$ cat src/rtl/xor_cipher_ctrl.sv
// xor_cipher_ctrl: sequences RX FIFO bytes into a key buffer or through an XOR cipher to the TX FIFO.
module xor_cipher_ctrl #(
    parameter int DW   = 8,
    parameter int KMAX = 16,
    parameter int KW   = 4
) (
    input  logic          clk,
    input  logic          rst,
    input  logic          key_mode,
    input  logic          rx_empty,
    input  logic [DW-1:0] rx_data,
    output logic          rd_uart,
    input  logic          tx_full,
    output logic          wr_uart,
    output logic [DW-1:0] tx_data,
    output logic [KW:0]   key_len,
    output logic          key_ovf,
    output logic          busy
);
    typedef enum logic [2:0] {IDLE, POP, KEYWR, XOR, SEND} state_t;

    localparam logic [KW:0]   ONE    = (KW+1)'(1);
    localparam logic [KW:0]   KMAX_W = (KW+1)'(KMAX);
    localparam logic [KW-1:0] IDX1   = KW'(1);

    state_t        state;
    logic [DW-1:0] byte_reg;
    logic          mode_reg;
    logic          last_mode;
    logic [KW:0]   wptr;
    logic [KW-1:0] idx;
    logic [DW-1:0] key [KMAX];

    logic          new_sess;
    logic          key_we;
    logic [KW-1:0] key_wa;
    logic          idx_wrap;

    // A key session starts on the first key byte following cipher traffic (or reset)
    assign new_sess = mode_reg && !last_mode;
    assign key_we   = (state == KEYWR) && (new_sess || wptr < KMAX_W);
    assign key_wa   = new_sess ? '0 : wptr[KW-1:0];
    assign idx_wrap = {1'b0, idx} == key_len - ONE;
    assign wr_uart  = (state == SEND) && !tx_full;
    assign busy     = state != IDLE;

    always_ff @(posedge clk)
        if (key_we) key[key_wa] <= byte_reg;

    always_ff @(posedge clk or posedge rst) begin
        if (rst) begin
            state     <= IDLE;
            rd_uart   <= 1'b0;
            tx_data   <= '0;
            key_len   <= '0;
            key_ovf   <= 1'b0;
            idx       <= '0;
            wptr      <= '0;
            last_mode <= 1'b0;
            byte_reg  <= '0;
            mode_reg  <= 1'b0;
        end else begin
            rd_uart <= (state == IDLE) && !rx_empty;
            case (state)
                IDLE: if (!rx_empty) state <= POP;
                POP: begin
                    byte_reg <= rx_data;
                    mode_reg <= key_mode;
                    state    <= key_mode ? KEYWR : XOR;
                end
                KEYWR: begin
                    if (new_sess) begin
                        key_len <= ONE;
                        key_ovf <= 1'b0;
                        wptr    <= ONE;
                    end else if (wptr < KMAX_W) begin
                        wptr    <= wptr + ONE;
                        key_len <= wptr + ONE;
                    end else begin
                        key_ovf <= 1'b1;
                    end
                    idx       <= '0;
                    last_mode <= 1'b1;
                    state     <= IDLE;
                end
                XOR: begin
                    last_mode <= 1'b0;
                    if (key_len == '0) begin
                        tx_data <= byte_reg;
                    end else begin
                        tx_data <= byte_reg ^ key[idx];
                        idx     <= idx_wrap ? '0 : idx + IDX1;
                    end
                    state <= SEND;
                end
                SEND: if (!tx_full) state <= IDLE;
                default: state <= IDLE;
            endcase
        end
    end
endmodule

$ cat config.mk
export PLATFORM = sky130hd
export DESIGN_NAME = xor_cipher_ctrl
export DESIGN_NICKNAME = d
export VERILOG_FILES = /design/src/rtl/xor_cipher_ctrl.sv
export SDC_FILE = /design/constraint.sdc
export NUM_CORES = 1
export LEC_CHECK = 0
export CAP_MARGIN = 20
export CORE_MARGIN = 4
export CORE_UTILIZATION = 43
export DETAILED_ROUTE_END_ITERATION = 16
export GPL_ROUTABILITY_DRIVEN = 0
export PLACE_DENSITY = 0.6
export SLEW_MARGIN = 40
export SYNTH_ARGS = -nofsm -noshare
export SYNTH_HDL_FRONTEND = slang
export SYNTH_SLANG_ARGS = --single-unit
$ cat constraint.sdc
create_clock -name clk -period 2.8 [get_ports clk]
set_input_delay 0.28 -clock clk [delete_from_list [all_inputs] [get_ports clk]]
set_output_delay 0.28 -clock clk [all_outputs]
set_load 0.01 [all_outputs]
==> impl_results.md, run 1 <==
- Status: complete, no violations
- R2r setup slk: 0.45 ns
- Row count: 45
- Worst min path class: input pin to async pin
- Worst setup EP type: register
- CP most frequent cell: buf_4
- Top-count cell post-synth: edfxtp_1
- DRT Pass-1 Iters: 4
- Core area: 0.0153 mm²
- Slew @ Worst Pin: 0.773 ns
- Fin Hold WS: 0.164 ns
- Max FFs per register: 128
- Slew Viols, Final: 0
- Cell count of the worst reg-to-reg path: 7
- WL final: 14.1 mm
- Critical path's top delay family: flip-flops
- Grt ovf: 0
- Min cycle time layout: 2.35 ns
- Power Total: 8000 µW
- Register area share after synthesis: 68.8%
- Via count: 3763
- Initial antenna violation count: 0
- Worst r2r dst: tx_data[4]$_DFFE_PP0P_
- Final std cells w/o fill: 706
- Chain of cells forming the critical path: buf_4, buf_4, mux2i_1, a22oi_1, nand3_1, and3_1, o31ai_1
- Area Growth Syn to Fin: 17.5%
- Worst Path Required: 3.12 ns
- Worst-path fanout max: 17
- Yosys cell types: 50
- Wire per inst: 20.0 µm
- Final period util: 83.8%
- Yosys reg bits: 160
- Kind of start point of the critical path: register
- HPWL Detailed: 9.55 mm
- Antenna diodes: 0
- Layout Utilization: 51.8%
- Remaining DRCs: 0
- CTS clk-pin slew, worst paths: 0.06 ns
- Clock root buffer: clkbuf_16
- Cell total after placement: 676
- Slew HR: 48.5%
- First-pass GRT wire length: 21.7 mm
- Largest net degree at the start of global routing: 21
- Clock Skew: 0.00865 ns
- Syn_area_per_cell: 15.7 µm²
- Critical Path Max Stage Delay: 0.69 ns
- All-layer global routing usage: 16.4%
- Post-CTS Repair Setup Buffers: 0
- H-tree levels: 4
- Fmax achieved: 0.426 GHz
- Primary FF master, synth: edfxtp_1
- Synth area leader: edfxtp_1
- Clock latency on the worst-skew pair: 0.42 ns
- DRT antenna net count: 0
- Effective utilization at floorplan: 44.1%
- Largest cells by area after synthesis: edfxtp_1 57%, dfrtp_1 12%, mux4_2 4.3%
- Max-cap violations: 0
- Number of synthesized flops with an enable pin: 128
- Maximum vdd ir drop: 0.446 mV
- Nets: 500
- Mapped Cells: 431
- Post-synthesis cell area: 0.00675 mm²
- Ys Warns: 0
- Critical path arrival: 2.67 ns
- Die outline height: 133 µm
- PortBufs: 29
- Setup CP Type: register to register
- Final hold vios: 0
- DIE WIDTH: 133 µm
- Async SR Flop Fraction: 20.0%
- Finish-stage setup viols: 0
- Cts hold-fix bufs: 0
- R2r startpoint: idx[1]$_DFFE_PP0P_
- Vias/cell: 5.33
- Die Area: 0.0178 mm²
- Unrepaired setup endpoints after global routing: false
- Clock Sinks: 160
- PD cells: 1010 mW/mm²
- CTS tree: yes
- Setup TNS Final: 0 ns
- Synth top area share: 56.9%
- Vias in the first global route: 3757
- Longest Clk Path Bufs: 2
- I/O pin cnt: 30
- CTS Buf Count: 17
- Iteration-0 DRC Markers: 369
- Share of cells above drive strength 1: 18.0%
- Lkg Pwr: 0.00279 µW
- CP max stage cell: dfrtp_2
- Resized cells post-CTS: 0
- Crit path buffers/inverters: 2
- Synth top cells by count: 128 x edfxtp_1, 37 x nand2_1, 32 x dfrtp_1
- Syn nets: 447
## how the worst max path moves through the flow
stage                        start                      to  slack, ns  cells after the start
6_report        idx[1]$_DFFE_PP0P_  tx_data[4]$_DFFE_PP0P_       0.45                      7
5_1_grt         idx[1]$_DFFE_PP0P_  tx_data[1]$_DFFE_PP0P_       0.24                      7
4_1_cts         idx[1]$_DFFE_PP0P_  tx_data[0]$_DFFE_PP0P_       0.43                      7
3_5_place_dp    idx[1]$_DFFE_PP0P_  tx_data[0]$_DFFE_PP0P_       0.45                      7
3_3_place_gp    idx[1]$_DFFE_PP0P_  tx_data[4]$_DFFE_PP0P_       0.48                      7
2_1_floorplan  wptr[0]$_DFFE_PP0P_      idx[0]$_DFFE_PP0P_       0.67                      8
## placed cells by master (no fill, tap or decap), drive strengths merged, types with 3 or more instances in the layout
master         Yosys  routed
buf               13      28
a22oi              8       8
nor2b              5       5
clkinv             0       7
dfrtp             32      32
nand3             20      20
edfxtp           128     128
nor2              28      28
inv               11      13
nor3               4       4
nand2             37      37
mux4              23      23
clkbuf            10      17
a21oi             14      14
mux2              11      11
xor2               3       3
nand2b             9       9
mux2i             17      17
and3               8       8
ha                 3       3
o31ai              7       7
a21o               3       3
clkdlybuf4s50      0      29
o21ai             14      14
## logic make-up (layout without fill, tap and decap cells)
group,Yosys count,count (layout),share of synthesized area [%]
flops,160,160,68.8
simple gates,121,121,8.71
compound gates,58,58,5.86
mux,51,51,12.6
buf+inv,34,98,2.95
xor+xnor,4,4,0.519
fa+ha+maj,3,3,0.556
## routing by layer
| metal | GRT usage, % | wire, µm | up-vias |
|---|---|---|---|
| li1 | - | - | 1767 |
| met1 | 22.9 | 6440 | 1872 |
| met2 | 25.2 | 6680 | 102 |
| met3 | 3.85 | 615 | 22 |
| met4 | 6.23 | 371 | 0 |
| met5 | 0 | 0 | - |
## where the power goes
part           internal, µW  leakage, µW  switching [µW]
registers              3120      0.00156             618
clock network          1300     0.000275             911
logic                   957     0.000956            1090
## per-stage QoR
step / instance area [µm²] / worst slack (ns)
floorplan: 6750 / 0.671
CTS: 7930 / 0.430
global placement: 7370 / 0.477
global route: 7930 / 0.237
finish: 7930 / 0.454
detailed placement: 7370 / 0.452
## final cells by class
| class | instances | area (µm²) |
|---|---|---|
| Inverter | 11 | 41.3 |
| Timing Repair Buffer | 57 | 500 |
| Fill cell | 1260 | 7380 |
| Clock inverter | 13 | 140 |
| Sequential cell | 160 | 4650 |
| Tap cell | 211 | 264 |
| Clock buffer | 17 | 425 |
| Multi-Input combinational cell | 237 | 1910 |
Power figures use the tool's default switching activity.
==> run 2, diff against run 1 <==
clock period = 2.37 ns   (was 2.8 ns; I/O delays follow)
==> impl_results.md, run 2 (synthesis results as in run 1) <==
- PortBufs: 29
- Final hold vios: 0
- Max FFs per register: 128
- Clock Sinks: 160
- Worst min path class: input pin to async pin
- Iteration-0 DRC Markers: 327
- Nets: 513
- Min cycle time layout: 2.20 ns
- Commonest non-fill, non-tap cell in the layout: edfxtp_1
- DIE WIDTH: 133 µm
- CTS clk-pin slew, worst paths: 0.06 ns
- Vias/cell: 5.32
- Unrepaired setup endpoints after global routing: false
- HPWL Detailed: 9.67 mm
- DP Area: 0.00748 mm²
- All-layer global routing usage: 17.1%
- Fmax achieved: 0.455 GHz
- Layout Utilization: 52.6%
- Largest net degree at the start of global routing: 33
- DRT antenna net count: 0
- Power Total: 9670 µW
- Initial antenna violation count: 0
- Kind of start point of the critical path: register
- Vias in the first global route: 3838
- First-pass GRT wire length: 22.6 mm
- Wire per inst: 20.0 µm
- Remaining DRCs: 0
- Clock latency on the worst-skew pair: 0.43 ns
- Max-cap violations: 0
- H-tree levels: 4
- CTS Buf Count: 17
- Longest Clk Path Bufs: 2
- WL final: 14.4 mm
- Finish-stage setup viols: 0
- Final period util: 92.8%
- Slew HR: 48.8%
- Die Area: 0.0178 mm²
- Slew @ Worst Pin: 0.768 ns
- Die outline height: 133 µm
- Effective utilization at floorplan: 44.1%
- Core area: 0.0153 mm²
- Share of cells above drive strength 1: 20.2%
- Critical path arrival: 2.52 ns
- Worst-path fanout max: 9
- Row count: 45
- Worst Path Required: 2.69 ns
- Maximum vdd ir drop: 0.574 mV
- Setup CP Type: register to register
- Area Growth Syn to Fin: 19.4%
- Lkg Pwr: 0.00286 µW
- Via count: 3836
- Most frequent cells in the layout: 128 x edfxtp_1, 40 x buf_4, 37 x nand2_1
- Setup TNS Final: 0 ns
- Antenna diodes: 0
- Cell count of the worst reg-to-reg path: 7
- Worst setup EP type: register
- DRT Pass-1 Iters: 4
- Design area: 0.00806 mm²
- Clock root buffer: clkbuf_16
- Slew Viols, Final: 0
- Status: complete, no violations
- CTS tree: yes
- I/O pin cnt: 30
- Grt ovf: 0
- PD cells: 1200 mW/mm²
- Clock Skew: 0.0212 ns
[run 2: what timing repair did]
item                       4_1_cts  5_1_grt
setup endpoints to repair        0        3
resized for setup                0        2
hold buffers                     0        0
setup buffers                    0        0
[run 2: worst paths after layout]
| kind | startpoint | to | slack [ns] |
|---|---|---|---|
| hold / removal | rst | mode_reg$_DFFE_PP0P_ | 0.22 |
| min in group clk | rx_data[3] | byte_reg[3]$_DFFE_PP0P_ | 0.37 |
| max in group asynchronous | rst | idx[1]$_DFFE_PP0P_ | 1.81 |
| setup reg to reg | wptr[1]$_DFFE_PP0P_ | tx_data[6]$_DFFE_PP0P_ | 0.17 |
| hold reg to reg | tx_data[3]$_DFFE_PP0P_ | tx_data[3]$_DFFE_PP0P_ | 0.50 |
| setup / recovery | wptr[1]$_DFFE_PP0P_ | tx_data[6]$_DFFE_PP0P_ | 0.17 |
[run 2: through the flow]
step	setup WS, ns	cells	hold slack (ns)
after floorplan	0.241	431	0.303
after global placement	0.139	689	0.470
after detailed placement	0.139	689	0.482
after CTS	0.128	721	0.217
after global routing	0.0451	721	0.258
final	0.170	721	0.222
[run 2: where the power goes]
group	internal (µW)	switching, µW	total, µW
registers	3680	347	4030
logic	1260	1720	2990
clock network	1560	1100	2660
total	6500	3170	9670
[run 2: worst max-delay path, cell delays in order (launching register included)]
cell and delay, ns:
dfrtp_1 0.46, inv_1 0.12, ha_1 0.22, or4b_1 0.52, and2_2 0.31, nand3_1 0.15, a21oi_1 0.09, o31ai_1 0.23
[run 2: cell type report]
class,count,area (µm²)
Fill cell,1268,7250
Sequential cell,160,4650
Multi-Input combinational cell,237,1920
Timing Repair Buffer,70,611
Clock buffer,17,425
Tap cell,211,264
Clock inverter,15,158
Inverter,11,41.3
[run 2: metal layers]
| metal | vias up | wire [µm] | track usage [%] |
|---|---|---|---|
| li1 | 1795 | - | - |
| met4 | 0 | 301 | 8.06 |
| met1 | 1921 | 6610 | 24.5 |
| met5 | - | 0 | 0 |
| met2 | 109 | 6790 | 25.4 |
| met3 | 11 | 745 | 3.29 |
==> run 3, diff against run 2 <==
CAP_MARGIN = 15   (was 20)
SETUP_SLACK_MARGIN = 0.02   (was not set)
==> results of run 3 <==
The final DEF is identical to that of run 2; final timing and power are the same.
